<file path="src/rtl/mem_arbiter_pkg.sv">
// Shared types and constants for the IF/LS memory arbiter.
// State enum, MMIO upper-address pattern, starvation limit.
package mem_arbiter_pkg;

  typedef enum logic [2:0] {
    S_IDLE,
    S_MEM_ISSUE,
    S_MEM_WAIT,
    S_MMIO,
    S_RESP
  } state_t;

  // Upper address bits [ADDR_W-1:8] all ones select MMIO.
  localparam logic [63:0] MMIO_BASE_HI = '1;

  localparam logic [1:0] STARVE_MAX = 2'd3;

endpackage

</file>
<file path="src/rtl/mem_arbiter_sync2.sv">
// Two-flop synchronizer for asynchronous board switches.
// Ports: clk, rst_n (async low), d (async in), q (synced out).
module sync2 #(
  parameter int W = 8
) (
  input  logic         clk,
  input  logic         rst_n,
  input  logic [W-1:0] d,
  output logic [W-1:0] q
);

  logic [W-1:0] meta;

  always_ff @(posedge clk or negedge rst_n) begin
    if (!rst_n) begin
      meta <= '0;
      q    <= '0;
    end else begin
      meta <= d;
      q    <= meta;
    end
  end

endmodule

</file>
<file path="src/rtl/mem_arbiter.sv">
// Arbiter sharing one memory port between instruction fetch (IF)
// and load/store (LS). LS has priority; IF wins after 3 LS grants
// in a row while it waits. Optional MMIO (LED/SW) when the macro
// MEM_ARB_MMIO_EN is defined.
// Ports: CLK, RST_N | IF_REQ/ADDR/ACK/RDATA | LS_REQ/WE/BE/ADDR/
// WDATA/ACK/RDATA | MEM_EN/WE/ADDR/WDATA/RDATA | SW, LED.
module mem_arbiter
  import mem_arbiter_pkg::*;
#(
  parameter int ADDR_W  = 32,
  parameter int DATA_W  = 32,
  parameter int MEM_LAT = 1
) (
  input  logic              CLK,
  input  logic              RST_N,
  input  logic              IF_REQ,
  input  logic [ADDR_W-1:0] IF_ADDR,
  output logic              IF_ACK,
  output logic [DATA_W-1:0] IF_RDATA,
  input  logic              LS_REQ,
  input  logic              LS_WE,
  input  logic [3:0]        LS_BE,
  input  logic [ADDR_W-1:0] LS_ADDR,
  input  logic [DATA_W-1:0] LS_WDATA,
  output logic              LS_ACK,
  output logic [DATA_W-1:0] LS_RDATA,
  output logic              MEM_EN,
  output logic [3:0]        MEM_WE,
  output logic [ADDR_W-1:0] MEM_ADDR,
  output logic [DATA_W-1:0] MEM_WDATA,
  input  logic [DATA_W-1:0] MEM_RDATA,
  input  logic [7:0]        SW,
  output logic [7:0]        LED
);

  localparam logic [2:0] LAT_M1 = 3'(MEM_LAT - 1);

  state_t state_q, state_d;

  logic [1:0]        starve_q;
  logic              ls_win, if_win;
  logic              grant_ls, grant_if;
  logic              mmio_hit;
  logic              src_ls_q;
  logic              we_q;
  logic [3:0]        be_q;
  logic [ADDR_W-1:0] addr_q;
  logic [DATA_W-1:0] wdata_q;
  logic [DATA_W-1:0] if_rdata_q;
  logic [DATA_W-1:0] ls_rdata_q;
  logic [DATA_W-1:0] ls_now;
  logic [2:0]        lat_cnt_q;
  logic [7:0]        sw_s;
  logic              if_ack, ls_ack;

`ifdef MEM_ARB_MMIO_EN
  logic [7:0] led_q;

  sync2 #(.W(8)) u_sync (
    .clk   (CLK),
    .rst_n (RST_N),
    .d     (SW),
    .q     (sw_s)
  );

  assign mmio_hit =
    LS_ADDR[ADDR_W-1:8] == MMIO_BASE_HI[ADDR_W-9:0];

  always_ff @(posedge CLK or negedge RST_N) begin
    if (!RST_N) begin
      led_q <= '0;
    end else if (state_q == S_MMIO && we_q && be_q[0]) begin
      led_q <= wdata_q[7:0];
    end
  end

  assign LED = led_q;
`else
  logic unused_sw;

  assign unused_sw = ^SW;
  assign sw_s      = '0;
  assign mmio_hit  = 1'b0;
  assign LED       = '0;
`endif

  // IF overrides LS only once it has been passed over STARVE_MAX times.
  assign ls_win = LS_REQ &&
                  !(starve_q == STARVE_MAX && IF_REQ);
  assign if_win = IF_REQ && !ls_win;

  always_comb begin
    state_d  = state_q;
    grant_ls = 1'b0;
    grant_if = 1'b0;
    unique case (state_q)
      S_IDLE: begin
        unique case (1'b1)
          ls_win:  grant_ls = 1'b1;
          if_win:  grant_if = 1'b1;
          default: ;
        endcase
        if (grant_ls) begin
          state_d = mmio_hit ? S_MMIO : S_MEM_ISSUE;
        end else if (grant_if) begin
          state_d = S_MEM_ISSUE;
        end
      end
      S_MEM_ISSUE: begin
        state_d = (MEM_LAT == 1) ? S_RESP : S_MEM_WAIT;
      end
      S_MEM_WAIT: begin
        if (lat_cnt_q == LAT_M1) state_d = S_RESP;
      end
      S_MMIO:  state_d = S_IDLE;
      S_RESP:  state_d = S_IDLE;
      default: state_d = S_IDLE;
    endcase
  end

  always_ff @(posedge CLK or negedge RST_N) begin
    if (!RST_N) state_q <= S_IDLE;
    else        state_q <= state_d;
  end

  always_ff @(posedge CLK or negedge RST_N) begin
    if (!RST_N) begin
      starve_q <= '0;
    end else if (grant_if) begin
      starve_q <= '0;
    end else if (grant_ls) begin
      if (!IF_REQ)
        starve_q <= '0;
      else if (starve_q != STARVE_MAX)
        starve_q <= starve_q + 2'd1;
    end
  end

  always_ff @(posedge CLK or negedge RST_N) begin
    if (!RST_N) begin
      src_ls_q <= 1'b0;
      we_q     <= 1'b0;
      be_q     <= '0;
      addr_q   <= '0;
      wdata_q  <= '0;
    end else if (grant_ls || grant_if) begin
      src_ls_q <= grant_ls;
      we_q     <= grant_ls & LS_WE;
      be_q     <= grant_ls ? LS_BE : 4'b0;
      addr_q   <= grant_ls ? LS_ADDR : IF_ADDR;
      wdata_q  <= grant_ls ? LS_WDATA : '0;
    end
  end

  // Counts cycles since MEM_EN; RESP lands where MEM_RDATA is valid.
  always_ff @(posedge CLK or negedge RST_N) begin
    if (!RST_N) begin
      lat_cnt_q <= '0;
    end else if (state_q == S_MEM_ISSUE) begin
      lat_cnt_q <= 3'd1;
    end else if (state_q == S_MEM_WAIT) begin
      lat_cnt_q <= lat_cnt_q + 3'd1;
    end
  end

  assign if_ack = (state_q == S_RESP) && !src_ls_q;
  assign ls_ack = (state_q == S_RESP || state_q == S_MMIO)
                  && src_ls_q;

  always_comb begin
    ls_now = MEM_RDATA;
    if (we_q)
      ls_now = '0;
    else if (state_q == S_MMIO)
      ls_now = {{(DATA_W-8){1'b0}}, sw_s};
  end

  // Read data passes through in the ACK cycle, then is held.
  always_ff @(posedge CLK or negedge RST_N) begin
    if (!RST_N) begin
      if_rdata_q <= '0;
      ls_rdata_q <= '0;
    end else begin
      if (if_ack) if_rdata_q <= MEM_RDATA;
      if (ls_ack) ls_rdata_q <= ls_now;
    end
  end

  assign IF_ACK    = if_ack;
  assign LS_ACK    = ls_ack;
  assign IF_RDATA  = if_ack ? MEM_RDATA : if_rdata_q;
  assign LS_RDATA  = ls_ack ? ls_now : ls_rdata_q;
  assign MEM_EN    = (state_q == S_MEM_ISSUE);
  assign MEM_WE    = (state_q == S_MEM_ISSUE && we_q) ?
                     be_q : 4'b0;
  assign MEM_ADDR  = addr_q;
  assign MEM_WDATA = wdata_q;

endmodule

</file>
<file path="config.mk">
export PLATFORM = sky130hd
export DESIGN_NAME = mem_arbiter
export DESIGN_NICKNAME = d
export VERILOG_FILES = /design/src/rtl/mem_arbiter_pkg.sv /design/src/rtl/mem_arbiter_sync2.sv /design/src/rtl/mem_arbiter.sv
export SDC_FILE = /design/constraint.sdc
export NUM_CORES = 1
export LEC_CHECK = 0
export ABC_AREA = 1
export BUFFER_PORTS_ARGS = -buffer_cell sky130_fd_sc_hd__buf_2
export CAP_MARGIN = 25
export CORE_ASPECT_RATIO = 1.75
export CORE_MARGIN = 2
export CORE_UTILIZATION = 50
export DETAILED_ROUTE_END_ITERATION = 6
export PLACE_DENSITY_LB_ADDON = 0.12
export SLEW_MARGIN = 20
export SYNTH_ARGS = -nofsm -noshare
export SYNTH_HDL_FRONTEND = slang
export SYNTH_SLANG_ARGS = --single-unit
</file>
<file path="constraint.sdc">
create_clock -name CLK -period 2.4 [get_ports CLK]
set_input_delay 0.48 -clock CLK [delete_from_list [all_inputs] [get_ports CLK]]
set_output_delay 0.48 -clock CLK [all_outputs]
set_load 0.005 [all_outputs]
</file>
==> results.sh, run 1 <==
export IMPL_grt_overflow=0
export IMPL_finalPower_w=0.0109
export IMPL_finish_utilization_pct=68.0
export IMPL_comb_power_share_pct=40.8
export IMPL_grt_pass1_wl_um=25700
export IMPL_synth_seq_cells=138
export IMPL_yosysMostFrequentCell="nand2_1"
export IMPL_yosysWarnings=0
export IMPL_grt_usage_pct=25.2
export IMPL_die_area_um2=13000
export IMPL_tightest_slew_ps=694
export IMPL_place_hpwl_um=11500
export IMPL_first_pass_iters=4
export IMPL_drive_gt1_share_pct=31.9
export IMPL_syn2layout_area_growth_pct=34.1
export IMPL_clock_path_buffers=2
export IMPL_start_util_pct=50.7
export IMPL_holdWs_ps=-8.36
export IMPL_wl_met1_um=6610
export IMPL_wl_per_cell_um=14.4
export IMPL_vdd_drop_max_mv=0.987
export IMPL_crit_required_ps=1920
export IMPL_skew_ps=10.7
export IMPL_top_layer_used="met4"
export IMPL_wl_um=16700
export IMPL_portBuffers=271
export IMPL_numCtsBuffers=17
export IMPL_final_setup_viol_count=0
export IMPL_crit_path_max_incr_delay_ps=430
export IMPL_hold_violations=3
export IMPL_start_kind="register"
export IMPL_rows=53
export IMPL_grt_max_degree=67
export IMPL_route_met3_wl_um=1060
export IMPL_fin_crit_ps=2240
export IMPL_worst_hold_path_type="input pin to asynchronous set/reset pin"
export IMPL_leakage_nw=4.86
export IMPL_clock_sinks=138
export IMPL_htree_levels=4
export IMPL_reg2reg_slack_ps=810
export IMPL_cp_depth=6
export IMPL_p_int_w=0.00675
export IMPL_synth_common_cells="nand2_1 (301), dfrtp_1 (138), inv_1 (104)"
export IMPL_critPathKind="register to output pin"
export IMPL_wl_met2_um=8610
export IMPL_synth_area_um2=6050
export IMPL_routed_via_count=5705
export IMPL_power_density_nw_per_um2=1340
export IMPL_fmax_mhz=447
export IMPL_clkTransAtPathRegs_ps=60
export IMPL_slowest_stage="dfrtp_1"
export IMPL_seq_area_frac_synth_pct=57.1
export IMPL_fill_cells=1081
export IMPL_r2r_start="state_q[0]$_DFFE_PN0P_"
export IMPL_worst_setup_path_end_kind="output pin"
export IMPL_regArea_um2=3450
export IMPL_hold_buffers=0
export IMPL_syn_area_per_cell_um2=8.10
export IMPL_finalMaxSlewViolations=0
export IMPL_syn_inst=747
export IMPL_synth_area_top_cells="dfrtp_1 (57%), nand2_1 (19%), inv_1 (6.5%)"
export IMPL_switching_share_pct=38.0
export IMPL_crit_family="buffers and inverters"
export IMPL_synth_edf_count=0
export IMPL_worstPathBufferInverterCount=4
export IMPL_synth_ff_type="dfrtp_1"
export IMPL_multi_input_area_um2=1970
export IMPL_crit_start="state_q[2]$_DFFE_PN0P_"
export IMPL_dp_slack_ps=502
export IMPL_clk_insertion_delay_late_ps=410
export IMPL_synth_top_area_cell="dfrtp_1"
export IMPL_p_sw_w=0.00413
export IMPL_maxCapViolations=0
export IMPL_violations="negative hold slack"
export IMPL_worstRegToRegCells=5
export IMPL_netlist_area_leader_share_pct=57.1
export IMPL_postRouteAntennaNets=0
export IMPL_viasPerCell=4.91
export IMPL_rsz0062_at_grt="false"
export IMPL_fin_tns_setup_ps=0
export IMPL_grt_pass1_vias=5346
export IMPL_coreArea_um2=11900
export IMPL_p_clk_share_pct=23.1
export IMPL_nets=1156
export IMPL_drc_errors=0
export IMPL_cts_tree="built"
export IMPL_root_buffer="clkbuf_16"
export IMPL_critical_path_max_fanout=32
export IMPL_reg2reg_to="MEM_ADDR[0]$_DFFE_PN0P_"
export IMPL_finalCritPeriodShare_pct=93.3
export IMPL_routabilityCongestion=0.841
export IMPL_status="finished, violations left"
export IMPL_crit_end="LS_RDATA[2]"
export IMPL_die_height_um=150
export IMPL_io_pins=288
export IMPL_ys_async_sr_fraction_pct=100
export IMPL_worst_slack_ps=161
export IMPL_cp_data_arrival_time_ps=1760
export IMPL_pwr_share_seq_pct=36.1
export IMPL_die_w_um=87.2
export IMPL_path_cells="inv_2 -> nor3_4 -> buf_4 -> clkbuf_16 -> o21ai_0 -> buf_2"
export IMPL_antenna_found_initial=2
export IMPL_relSlewSlack_pct=53.6
export IMPL_yosysUniqueCellTypes=17
export IMPL_drtIter0Drc=227
## power groups by stage
stage / sequential, W / combinational, W / clock, W
final: 0.00393 / 0.00444 / 0.00251
after CTS: 0.00393 / 0.00445 / 0.00256
after global routing: 0.00405 / 0.00503 / 0.00268
after floorplan: 0.00395 / 0.00236 / 0
after detailed placement: 0.00394 / 0.00445 / 0
after global placement: 0.00391 / 0.00434 / 0
## routing by layer
metal  global-route usage [%]  vias up
li1                         -     2814
met4                     10.3        0
met5                        0        -
met2                     42.4      212
met3                     7.50       30
met1                     29.9     2649
## kinds of logic after synthesis
group | share of synthesized area, %
and+or+nand+nor | 28.2
buffers and inverters | 11.1
DFF | 57.1
AOI/OAI and AO/OA | 3.37
adders and majority gates | 0.207
other | 0.0620
## how the worst min path moves through the flow
stage | start | endpoint | slack (ps) | depth (start not counted)
floorplan | RST_N | MEM_ADDR[0]$_DFFE_PN0P_ | 180 | 0
global placement | RST_N | ls_rdata_q[4]$_DFF_PN0_ | 450 | 1
detailed placement | RST_N | ls_rdata_q[4]$_DFF_PN0_ | 450 | 1
CTS | RST_N | ls_rdata_q[4]$_DFF_PN0_ | 10 | 1
global route | RST_N | ls_rdata_q[4]$_DFF_PN0_ | 30 | 1
finish | RST_N | ls_rdata_q[4]$_DFF_PN0_ | -8 | 1
## state kept, by name, indices dropped and copies added (netlist names)
name,cells
starve_q,2
src_ls_q,1
if_rdata_q,32
MEM_ADDR,32
we_q,1
be_q,4
state_q,2
ls_rdata_q,32
MEM_WDATA,32
## worst reg2reg max path, cell delays in order, from the launching register on
cell and delay (ps):
dfrtp_1 420, nor2_2 220, o21ai_4 90, inv_2 510, nand3_1 200, nand2_1 90
## metrics by stage
stage	cells	cell area [um2]
after global placement	1126	7500
after global routing	1161	8120
after floorplan	754	6080
after detailed placement	1126	7500
after CTS	1157	8070
final	1161	8120
## what timing repair did
action / CTS / global route
resized for setup: 0 / 1
setup endpoints to repair: 0 / 33
setup buffers: 0 / 1
## area by class of cell
type | instances | area share (%)
multi-input combinational | 458 | 24.3
clock buffer | 17 | 5.24
antenna | 2 | 0.0617
sequential | 138 | 42.6
inverter | 106 | 4.90
timing repair buffer | 289 | 19.0
clock inverter | 14 | 1.82
tap | 137 | 2.11
## layout by cell type (no fill, tap or decap), drive strengths merged
master	instances
nand3	67
nand4	32
bufinv	2
o21ai	40
ha	1
dfrtp	138
inv	108
diode	2
clkbuf	18
nor2	8
buf	288
nand2	301
clkinv	8
clkinvlp	2
conb	8
nor3	1
(Power assumes the default switching activity.)
==> inputs of run 2 (changes only) <==
--- a/config.mk
+++ b/config.mk
@@ -12,6 +12,7 @@
 export CORE_MARGIN = 2
 export CORE_UTILIZATION = 50
 export DETAILED_ROUTE_END_ITERATION = 6
+export MAX_ROUTING_LAYER = met4
 export PLACE_DENSITY_LB_ADDON = 0.12
 export SLEW_MARGIN = 20
 export SYNTH_ARGS = -nofsm -noshare
==> results.sh, run 2 (same netlist as run 1, synthesis figures left out) <==
export IMPL_rows=53
export IMPL_cts_tree="built"
export IMPL_maxCapViolations=0
export IMPL_holdWs_ps=-0.0755
export IMPL_dpl_cell_count=1126
export IMPL_clock_sinks=138
export IMPL_portBuffers=271
export IMPL_die_area_um2=13000
export IMPL_slowest_stage="dfrtp_1"
export IMPL_grt_max_degree=67
export IMPL_fin_crit_ps=2240
export IMPL_violations="negative hold slack"
export IMPL_final_cells=1161
export IMPL_crit_path_max_incr_delay_ps=430
export IMPL_clock_path_buffers=2
export IMPL_drive_gt1_share_pct=31.9
export IMPL_final_cell_mix="nand2_1 (301), buf_2 (270), dfrtp_1 (138)"
export IMPL_worstPathBufferInverterCount=4
export IMPL_critical_path_max_fanout=32
export IMPL_critPathKind="register to output pin"
export IMPL_nets=1156
export IMPL_status="finished, violations left"
export IMPL_clkTransAtPathRegs_ps=60
export IMPL_start_kind="register"
export IMPL_viasPerCell=4.90
export IMPL_wl_um=16800
export IMPL_start_util_pct=50.7
export IMPL_dp_slack_ps=502
export IMPL_finalCritPeriodShare_pct=93.2
export IMPL_grt_overflow=0
export IMPL_wl_per_cell_um=14.4
export IMPL_worst_setup_path_end_kind="output pin"
export IMPL_fmax_mhz=447
export IMPL_crit_required_ps=1920
export IMPL_grt_pass1_vias=5352
export IMPL_crit_family="buffers and inverters"
export IMPL_final_setup_viol_count=0
export IMPL_numCtsBuffers=17
export IMPL_relSlewSlack_pct=53.8
export IMPL_tightest_slew_ps=692
export IMPL_clk_insertion_delay_late_ps=410
export IMPL_final_common_cell="nand2_1"
export IMPL_postRouteAntennaNets=0
export IMPL_place_hpwl_um=11500
export IMPL_leakage_nw=4.86
export IMPL_die_w_um=87.2
export IMPL_grt_pass1_wl_um=25700
export IMPL_cp_data_arrival_time_ps=1760
export IMPL_path_cells="inv_2 -> nor3_4 -> buf_4 -> clkbuf_16 -> o21ai_0 -> buf_2"
export IMPL_power_density_nw_per_um2=1340
export IMPL_first_pass_iters=5
export IMPL_routed_via_count=5690
export IMPL_hold_violations=1
export IMPL_grt_usage_pct=25.9
export IMPL_coreArea_um2=11900
export IMPL_fin_tns_setup_ps=0
export IMPL_die_height_um=150
export IMPL_root_buffer="clkbuf_16"
export IMPL_worst_slack_ps=164
export IMPL_vdd_drop_max_mv=0.975
export IMPL_hold_buffers=0
export IMPL_worst_hold_path_type="input pin to asynchronous set/reset pin"
export IMPL_drc_errors=0
export IMPL_drtIter0Drc=264
export IMPL_io_pins=288
export IMPL_htree_levels=4
export IMPL_antenna_found_initial=2
export IMPL_finalMaxSlewViolations=0
export IMPL_routabilityCongestion=0.854
export IMPL_rsz0062_at_grt="false"
export IMPL_skew_ps=15.5
export IMPL_syn2layout_area_growth_pct=34.1
## run 2: cell counts in the layout (fill, tap and decap cells not counted)
No cell type changed its count.
## run 2: report_power, final
group | switching, W | leakage (nW) | internal, W
registers | 0.000463 | 1.72 | 0.00347
logic | 0.00268 | 2.85 | 0.00175
clock network | 0.000984 | 0.279 | 0.00153
total | 0.00413 | 4.86 | 0.00675
## run 2: stage by stage
| stage | total power, W | util, % | area (um2) |
|---|---|---|---|
| detailed placement | 0.00839 | 62.8 | 7500 |
| global route | 0.0118 | 68.0 | 8120 |
| floorplan | 0.00631 | - | 6080 |
| global placement | 0.00825 | 62.8 | 7500 |
| CTS | 0.0109 | 67.6 | 8070 |
| finish | 0.0109 | 68.0 | 8120 |
## run 2: path summary, 6_finish.rpt
check	depth (start not counted)	slack, ps	from	to
min	1	-0.08	RST_N	ls_rdata_q[4]$_DFF_PN0_
min reg2reg	2	470	if_rdata_q[21]$_DFF_PN0_	if_rdata_q[21]$_DFF_PN0_
min in group CLK	3	260	LS_WDATA[9]	MEM_WDATA[9]$_DFFE_PN0P_
max	6	160	state_q[2]$_DFFE_PN0P_	LS_RDATA[2]
max in group asynchronous	2	1700	RST_N	MEM_ADDR[10]$_DFFE_PN0P_
max reg2reg	5	830	state_q[0]$_DFFE_PN0P_	MEM_ADDR[0]$_DFFE_PN0P_
## run 2: what timing repair did
| action | in CTS | in global routing |
|---|---|---|
| setup endpoints to repair | 0 | 29 |
| endpoints found under the hold margin | 0 | 0 |
| resized for setup | 0 | 1 |
| buffers inserted | 0 | 1 |
## run 2: routing by layer
metal,GRT usage (%),part of all wire [%],vias to the layer above
met5,-,0,-
met4,11.0,2.7,0
met3,5.18,5.0,29
met2,42.5,52,201
met1,30.9,40,2653
li1,-,-,2807
## run 2: cell type report
class / instances / area, um2
fill: 1081 / 3820
tap: 137 / 171
antenna: 2 / 5.00
inverter: 106 / 398
timing repair buffer: 289 / 1540
sequential: 138 / 3450
clock inverter: 14 / 148
clock buffer: 17 / 425
multi-input combinational: 458 / 1970
